## config.mk

```make
export PLATFORM = sky130hd
export DESIGN_NAME = subleq_sequencer_flat
export DESIGN_NICKNAME = d
export VERILOG_FILES = /design/src/rtl/subleq_sequencer_if.sv /design/src/rtl/subleq_sequencer.sv /design/src/flat_wrapper.sv
export SDC_FILE = /design/constraint.sdc
export NUM_CORES = 1
export LEC_CHECK = 0
export ABC_AREA = 1
export BUFFER_PORTS_ARGS = -buffer_cell sky130_fd_sc_hd__buf_2
export CAP_MARGIN = 40
export CORE_UTILIZATION = 23
export DETAILED_ROUTE_END_ITERATION = 10
export PLACE_DENSITY = 0.49
export SLEW_MARGIN = 20
export SYNTH_ARGS = -nofsm -noshare
export SYNTH_HDL_FRONTEND = slang
export SYNTH_SLANG_ARGS = --single-unit
```

## constraint.sdc

```tcl
create_clock -name clk -period 3.3 [get_ports clk]
set_input_delay 0.66 -clock clk [delete_from_list [all_inputs] [get_ports clk]]
set_output_delay 0.66 -clock clk [all_outputs]
set_load 0.02 [all_outputs]
```

## src/rtl/subleq_sequencer_if.sv

```systemverilog
// subleq_mem_if: dual-port synchronous memory bus between the SUBLEQ sequencer and its memory.
// Revision: 1.0
`default_nettype none

interface subleq_mem_if #(
  parameter int WORD_W = 32,
  parameter int ADDR_W = 10
);
  logic [ADDR_W-1:0] mem_addr1;
  logic              mem_we1;
  logic [WORD_W-1:0] mem_wdata1;
  logic [WORD_W-1:0] mem_rdata1;
  logic [ADDR_W-1:0] mem_addr2;
  logic              mem_we2;
  logic [WORD_W-1:0] mem_rdata2;

  modport master (
    output mem_addr1, mem_we1, mem_wdata1, mem_addr2, mem_we2,
    input  mem_rdata1, mem_rdata2
  );

  modport slave (
    input  mem_addr1, mem_we1, mem_wdata1, mem_addr2, mem_we2,
    output mem_rdata1, mem_rdata2
  );
endinterface

`default_nettype wire

```

## src/rtl/subleq_sequencer.sv

```systemverilog
// subleq_sequencer: FETCH/OPERAND/EXEC control FSM for a SUBLEQ core with halt, start/stop and a signed branch.
// Optional macro SUBLEQ_SEQ_PERF_EN adds the o_instret retired-instruction counter. Revision: 1.0
`default_nettype none

module subleq_sequencer #(
  parameter int WORD_W   = 32,
  parameter int ADDR_W   = 10,
  parameter int RESET_PC = 11
) (
  input  logic              clk,
  input  logic              rst,
  input  logic              i_start,
  input  logic              i_stop_req,
  subleq_mem_if.master      mem,
  output logic [ADDR_W-1:0] o_pc,
  output logic              o_busy,
  output logic              o_halted,
  output logic              o_retire
`ifdef SUBLEQ_SEQ_PERF_EN
  ,
  output logic [31:0]       o_instret
`endif
);

  localparam logic [2:0] c_ST_IDLE    = 3'd0;
  localparam logic [2:0] c_ST_FETCH   = 3'd1;
  localparam logic [2:0] c_ST_OPERAND = 3'd2;
  localparam logic [2:0] c_ST_EXEC    = 3'd3;
  localparam logic [2:0] c_ST_HALTED  = 3'd4;

  localparam logic [ADDR_W-1:0] c_RESET_PC = ADDR_W'(RESET_PC);
  localparam logic [ADDR_W-1:0] c_HALT_PC  = {ADDR_W{1'b1}};

  generate
    if (3 * ADDR_W > WORD_W) begin : g_cfg_check
      $error("subleq_sequencer: 3*ADDR_W must not exceed WORD_W");
    end
  endgenerate

  logic [2:0]          r_state;
  logic [2:0]          w_state_nxt;
  logic [ADDR_W-1:0]   r_pc;
  // Only b and c are needed after OPERAND; a is consumed straight off the read port.
  logic [2*ADDR_W-1:0] r_ir_bc;

  logic [ADDR_W-1:0]   w_rd_a;
  logic [ADDR_W-1:0]   w_rd_b;
  logic [ADDR_W-1:0]   w_b;
  logic [ADDR_W-1:0]   w_c;
  logic [WORD_W-1:0]   w_res;
  logic                w_taken;
  logic                w_halt;
  logic [ADDR_W-1:0]   w_pc_inc;

  assign w_rd_a   = mem.mem_rdata1[3*ADDR_W-1:2*ADDR_W];
  assign w_rd_b   = mem.mem_rdata1[2*ADDR_W-1:ADDR_W];
  assign w_b      = r_ir_bc[2*ADDR_W-1:ADDR_W];
  assign w_c      = r_ir_bc[ADDR_W-1:0];
  assign w_res    = mem.mem_rdata1 - mem.mem_rdata2;
  assign w_taken  = w_res[WORD_W-1] | (w_res == '0);
  assign w_halt   = w_taken && (w_c == c_HALT_PC);
  assign w_pc_inc = r_pc + ADDR_W'(1);

  always_comb begin
    w_state_nxt = r_state;
    case (r_state)
      c_ST_IDLE:    if (i_start) w_state_nxt = c_ST_FETCH;
      c_ST_FETCH:   w_state_nxt = c_ST_OPERAND;
      c_ST_OPERAND: w_state_nxt = c_ST_EXEC;
      c_ST_EXEC: begin
        if (w_halt)          w_state_nxt = c_ST_HALTED;
        else if (i_stop_req) w_state_nxt = c_ST_IDLE;
        else                 w_state_nxt = c_ST_FETCH;
      end
      c_ST_HALTED:  if (i_start) w_state_nxt = c_ST_FETCH;
      default:      w_state_nxt = c_ST_IDLE;
    endcase
  end

  // Memory controls decode from state alone, so reset silences a pending write immediately.
  always_comb begin
    mem.mem_addr1  = '0;
    mem.mem_we1    = 1'b0;
    mem.mem_wdata1 = '0;
    mem.mem_addr2  = '0;
    case (r_state)
      c_ST_FETCH: mem.mem_addr1 = r_pc;
      c_ST_OPERAND: begin
        mem.mem_addr1 = w_rd_b;
        mem.mem_addr2 = w_rd_a;
      end
      c_ST_EXEC: begin
        mem.mem_addr1  = w_b;
        mem.mem_we1    = 1'b1;
        mem.mem_wdata1 = w_res;
      end
      default: ;
    endcase
  end

  assign mem.mem_we2 = 1'b0;

  always_ff @(posedge clk or posedge rst) begin
    if (rst) begin
      r_state <= c_ST_IDLE;
      r_pc    <= c_RESET_PC;
      r_ir_bc <= '0;
    end else begin
      r_state <= w_state_nxt;
      if (r_state == c_ST_OPERAND) begin
        r_ir_bc <= mem.mem_rdata1[2*ADDR_W-1:0];
      end
      if (r_state == c_ST_EXEC) begin
        r_pc <= w_taken ? w_c : w_pc_inc;
      end else if (r_state == c_ST_HALTED && i_start) begin
        r_pc <= c_RESET_PC;
      end
    end
  end

`ifdef SUBLEQ_SEQ_PERF_EN
  logic [31:0] r_instret;

  always_ff @(posedge clk or posedge rst) begin
    if (rst) begin
      r_instret <= '0;
    end else if (r_state == c_ST_EXEC) begin
      r_instret <= r_instret + 32'd1;
    end else if (r_state == c_ST_HALTED && i_start) begin
      r_instret <= '0;
    end
  end

  assign o_instret = r_instret;
`endif

  assign o_pc     = r_pc;
  assign o_busy   = (r_state == c_ST_FETCH) || (r_state == c_ST_OPERAND) || (r_state == c_ST_EXEC);
  assign o_halted = (r_state == c_ST_HALTED);
  assign o_retire = (r_state == c_ST_EXEC);

endmodule

`default_nettype wire

```

## src/flat_wrapper.sv

```systemverilog
// flat-port wrapper written by rule: the top's interface ports become plain ports
module subleq_sequencer_flat 
#(
  parameter int WORD_W   = 32,
  parameter int ADDR_W   = 10,
  parameter int RESET_PC = 11
)
  (clk, rst, i_start, i_stop_req, o_pc, o_busy, o_halted, o_retire, mem_mem_addr1, mem_mem_we1, mem_mem_wdata1, mem_mem_addr2, mem_mem_we2, mem_mem_rdata1, mem_mem_rdata2);
  subleq_mem_if #(.WORD_W(WORD_W), .ADDR_W(ADDR_W)) mem_i ();
  input  logic clk;
  input  logic rst;
  input  logic i_start;
  input  logic i_stop_req;
  output logic [ADDR_W-1:0] o_pc;
  output logic o_busy;
  output logic o_halted;
  output logic o_retire;
  output wire logic [$bits(mem_i.mem_addr1)-1:0] mem_mem_addr1;
  output wire logic [$bits(mem_i.mem_we1)-1:0] mem_mem_we1;
  output wire logic [$bits(mem_i.mem_wdata1)-1:0] mem_mem_wdata1;
  output wire logic [$bits(mem_i.mem_addr2)-1:0] mem_mem_addr2;
  output wire logic [$bits(mem_i.mem_we2)-1:0] mem_mem_we2;
  input wire logic [$bits(mem_i.mem_rdata1)-1:0] mem_mem_rdata1;
  input wire logic [$bits(mem_i.mem_rdata2)-1:0] mem_mem_rdata2;
  assign mem_mem_addr1 = mem_i.mem_addr1;
  assign mem_mem_we1 = mem_i.mem_we1;
  assign mem_mem_wdata1 = mem_i.mem_wdata1;
  assign mem_mem_addr2 = mem_i.mem_addr2;
  assign mem_mem_we2 = mem_i.mem_we2;
  assign mem_i.mem_rdata1 = mem_mem_rdata1;
  assign mem_i.mem_rdata2 = mem_mem_rdata2;
  subleq_sequencer #(.WORD_W(WORD_W), .ADDR_W(ADDR_W), .RESET_PC(RESET_PC)) u_core (.clk(clk), .rst(rst), .i_start(i_start), .i_stop_req(i_stop_req), .mem(mem_i), .o_pc(o_pc), .o_busy(o_busy), .o_halted(o_halted), .o_retire(o_retire));
endmodule
```

==> flow_summary_export.csv <==
group,metric,value,unit
status,status,"complete, no violations",
synthesis,synth_area_leader_cell,"nand2_1",
power_and_ir_drop,p_clk_share,15.6,%
power_and_ir_drop,p_sw,1830,uW
floorplanning,placementRows,51,
synthesis,synth_ff_type,"dfrtp_1",
placed_design,portBuffers,133,
floorplanning,die_area,20900,um2
cts,clk_path_buf_depth,2,
placed_design,place_area,5730,um2
routing,num_vias,5350,
timing,hold_violations,0,
cells_and_area,diodes,0,
synthesis,yosysSeqAreaShare,17.8,%
setup_path,crit_required,2.64,ns
cts,post_cts_buffers,0,
cells_and_area,final_net_count,1100,
setup_path,arrival,2.47,ns
power_and_ir_drop,peakVddDrop,272,uV
synthesis,synth_cell_types,38,
setup_path,worstSetupStartpointType,"primary input",
grt,grt_usage,16.2,%
synthesis,syn_inst,853,
routing,drtIter0Drc,287,
timing,fin_crit,3.13,ns
cts,tritoncts,"done",
synthesis,synth-async-reset-ratio,100,%
power_and_ir_drop,power.share.sequential,20.9,%
hold_path,worstHoldPathType,"in -> async",
timing,setup_ws,0.173,ns
synthesis,syn_area,4670,um2
timing,fin_worst_skew,0.00235,ns
cts,cts_buffers,5,
floorplanning,initial_core_util,23.7,%
cts,clockRootBuffer,"clkbuf_16",
cells_and_area,drive_above_1_share,19.5,%
setup_path,r2r_slack,1.42,ns
job,maxCapViolCount,0,
grt,antenna_found_initial,0,
timing,slew_headroom,52.9,%
cells_and_area,finish.instance_area,5980,um2
timing,worstMarginPinSlew,0.706,ns
cts,cts.clk_slew.worst_paths,0.05,ns
power_and_ir_drop,internal_power,1730,uW
cells_and_area,final_cell_mix,"289 x nand2_1, 197 x inv_1, 129 x buf_2, 106 x nor2_1, 39 x nand3_1",
grt,grt_max_degree,46,
cells_and_area,fillers,2349,
floorplanning,fp.coreArea,19700,um2
placed_design,routabilityCongestion,0.812,
timing,finalCritPeriodShare,94.7,%
floorplanning,die_width,144,um
grt,gr-total-overflow,0,
setup_path,path_max_fanout,4,
synthesis,ys_ff_latch,33,
synthesis,yosysWarnings,0,
cts,htreeDepth,2,
placed_design,post-dp-hpwl,14.2,mm
routing,wl_per_cell,13.0,um
routing,first_pass_iters,4,
synthesis,synth_edf_count,0,
timing,setup_viol,0,
routing,drtAntennaViolNets,0,
synthesis,avgSynthCellArea,5.47,um2
routing,routed_wl,16.4,mm
cells_and_area,final_common_cell,"nand2_1",
timing,drv_slew,0,
timing,timing.fmax,0.320,GHz
synthesis,synthTopCellsByArea,"nand2_1 23%, dfrtp_1 16%, inv_1 16%, ha_1 8.8%, nor2_1 8.8%",
cts,clkSinkCount,33,
power_and_ir_drop,p_leak,0.00367,uW
synthesis,synth_nets,955,
routing,via_per_inst,4.23,
grt,grt_pass1_vias,5096,
routing,drc,0,
setup_path,path_class,"in -> out",
cts,clock_latency,0.28,ns
placed_design,dp_slack,-0.0274,ns
power_and_ir_drop,power_frac_comb,63.5,%
synthesis,synth_top_area_share,23.5,%
timing,rsz0062_at_grt,"yes",
grt,grt_pass1_wl,26.1,mm
floorplanning,io_pins,135,
floorplanning,die_y,144,um
power_and_ir_drop,power.density,595,nW/um2
power_and_ir_drop,switching_share,51.5,%
cells_and_area,area_growth_syn_to_layout,28.2,%
setup_path,critPathCaptureType,"output port",
[synth_stat cells, types with 2 or more instances]
| library cell | n |
|---|---|
| nand3_2 | 2 |
| inv_1 | 198 |
| xor2_1 | 12 |
| nor2_1 | 109 |
| nand3b_1 | 6 |
| ha_1 | 33 |
| nand2_2 | 7 |
| nand3_1 | 41 |
| o21ai_0 | 22 |
| o221ai_1 | 7 |
| dfstp_2 | 3 |
| xnor2_1 | 4 |
| buf_6 | 3 |
| buf_1 | 2 |
| clkbuf_1 | 7 |
| a21oi_1 | 35 |
| nor3_1 | 5 |
| buf_4 | 2 |
| nand4_1 | 7 |
| dfrtp_1 | 30 |
| o21ai_1 | 8 |
| o211ai_1 | 3 |
| nand2_1 | 292 |
[kinds of logic (layout without fill, tap and decap cells)]
kind of cell               after synthesis  in the layout  synth area share [%]
and+or+nand+nor                        475            475                  41.5
buffers and inverters                  213            359                  17.8
AOI/OAI and AO/OA                       80             80                  10.0
adders and majority gates               34             34                  9.28
DFF                                     33             33                  17.8
xor gates and xnor gates                17             17                  3.59
other                                    1              1                0.0804
[worst max-delay path: stages]
cell      delay, ns
buf_2          0.08
inv_1          0.04
ha_1           0.36
nand2_1        0.15
inv_1          0.05
nand2_1        0.06
nand2_1        0.08
inv_1          0.07
nand3_2        0.13
nand2_1        0.13
nand2_2        0.08
a21boi_4       0.19
xor2_4         0.16
nor2_1         0.05
buf_2          0.16
[layer usage]
metal | vias to the layer above | wire, um | GRT usage (%)
li1 | 2853 | - | -
met1 | 2360 | 7910 | 21.7
met2 | 122 | 7620 | 28.1
met3 | 15 | 676 | 1.39
met4 | 0 | 205 | 3.38
met5 | - | 0 | 0
[state kept, by name, indices dropped and copies added (netlist names)]
signal and flops:
u_core.o_pc 10, u_core.r_ir_bc 20, u_core.r_state 3
[stage by stage]
stage               total power [uW]  setup TNS [ns]  hold WS (ns)  cells  utilization (%)
CTS                             3560               0         0.516   1263             30.1
floorplan                       2250               0         0.503    853                -
global route                    3900               0         0.541   1264             30.4
finish                          3560               0         0.486   1264             30.4
global placement                2980               0         0.518   1255             29.2
detailed placement              2990         -0.0419         0.526   1255             29.2
[final timing paths]
kind,end,depth (start not counted),from
worst max-delay path,mem_mem_wdata1[31],15,mem_mem_rdata2[9]
worst min-delay path,u_core.r_ir_bc[11],2,rst
worst max register to register,u_core.o_pc[9],8,u_core.o_pc[1]
worst min register to register,u_core.o_pc[0],2,u_core.o_pc[0]
max in group asynchronous,u_core.o_pc[3],3,rst
min in group clk,u_core.o_pc[0],2,u_core.o_pc[0]
[power by group through the flow]
| stage | clock, uW | sequential, uW | combinational (uW) |
|---|---|---|---|
| final | 555 | 746 | 2260 |
| after floorplan | 0 | 788 | 1460 |
| after CTS | 564 | 745 | 2250 |
| after global placement | 0 | 748 | 2240 |
| after detailed placement | 0 | 752 | 2230 |
| after global routing | 582 | 775 | 2540 |
[cell type report]
type                    count  area [um2]  area share, %
clock buffers               7         143           2.38
repair buffers            152         847           14.2
multi-input cells         607        3050           51.0
inverters                 199         747           12.5
flip-flops and latches     33         830           13.9
clock inverters             1        30.0          0.502
well taps                 265         332           5.54
[timing repair]
action | CTS | global route
setup endpoints to repair | 1 | 10
hold buffers | 0 | 0
pin swaps | 0 | 3
gates resized for setup | 2 | 18
Power figures use the tool's default switching activity.
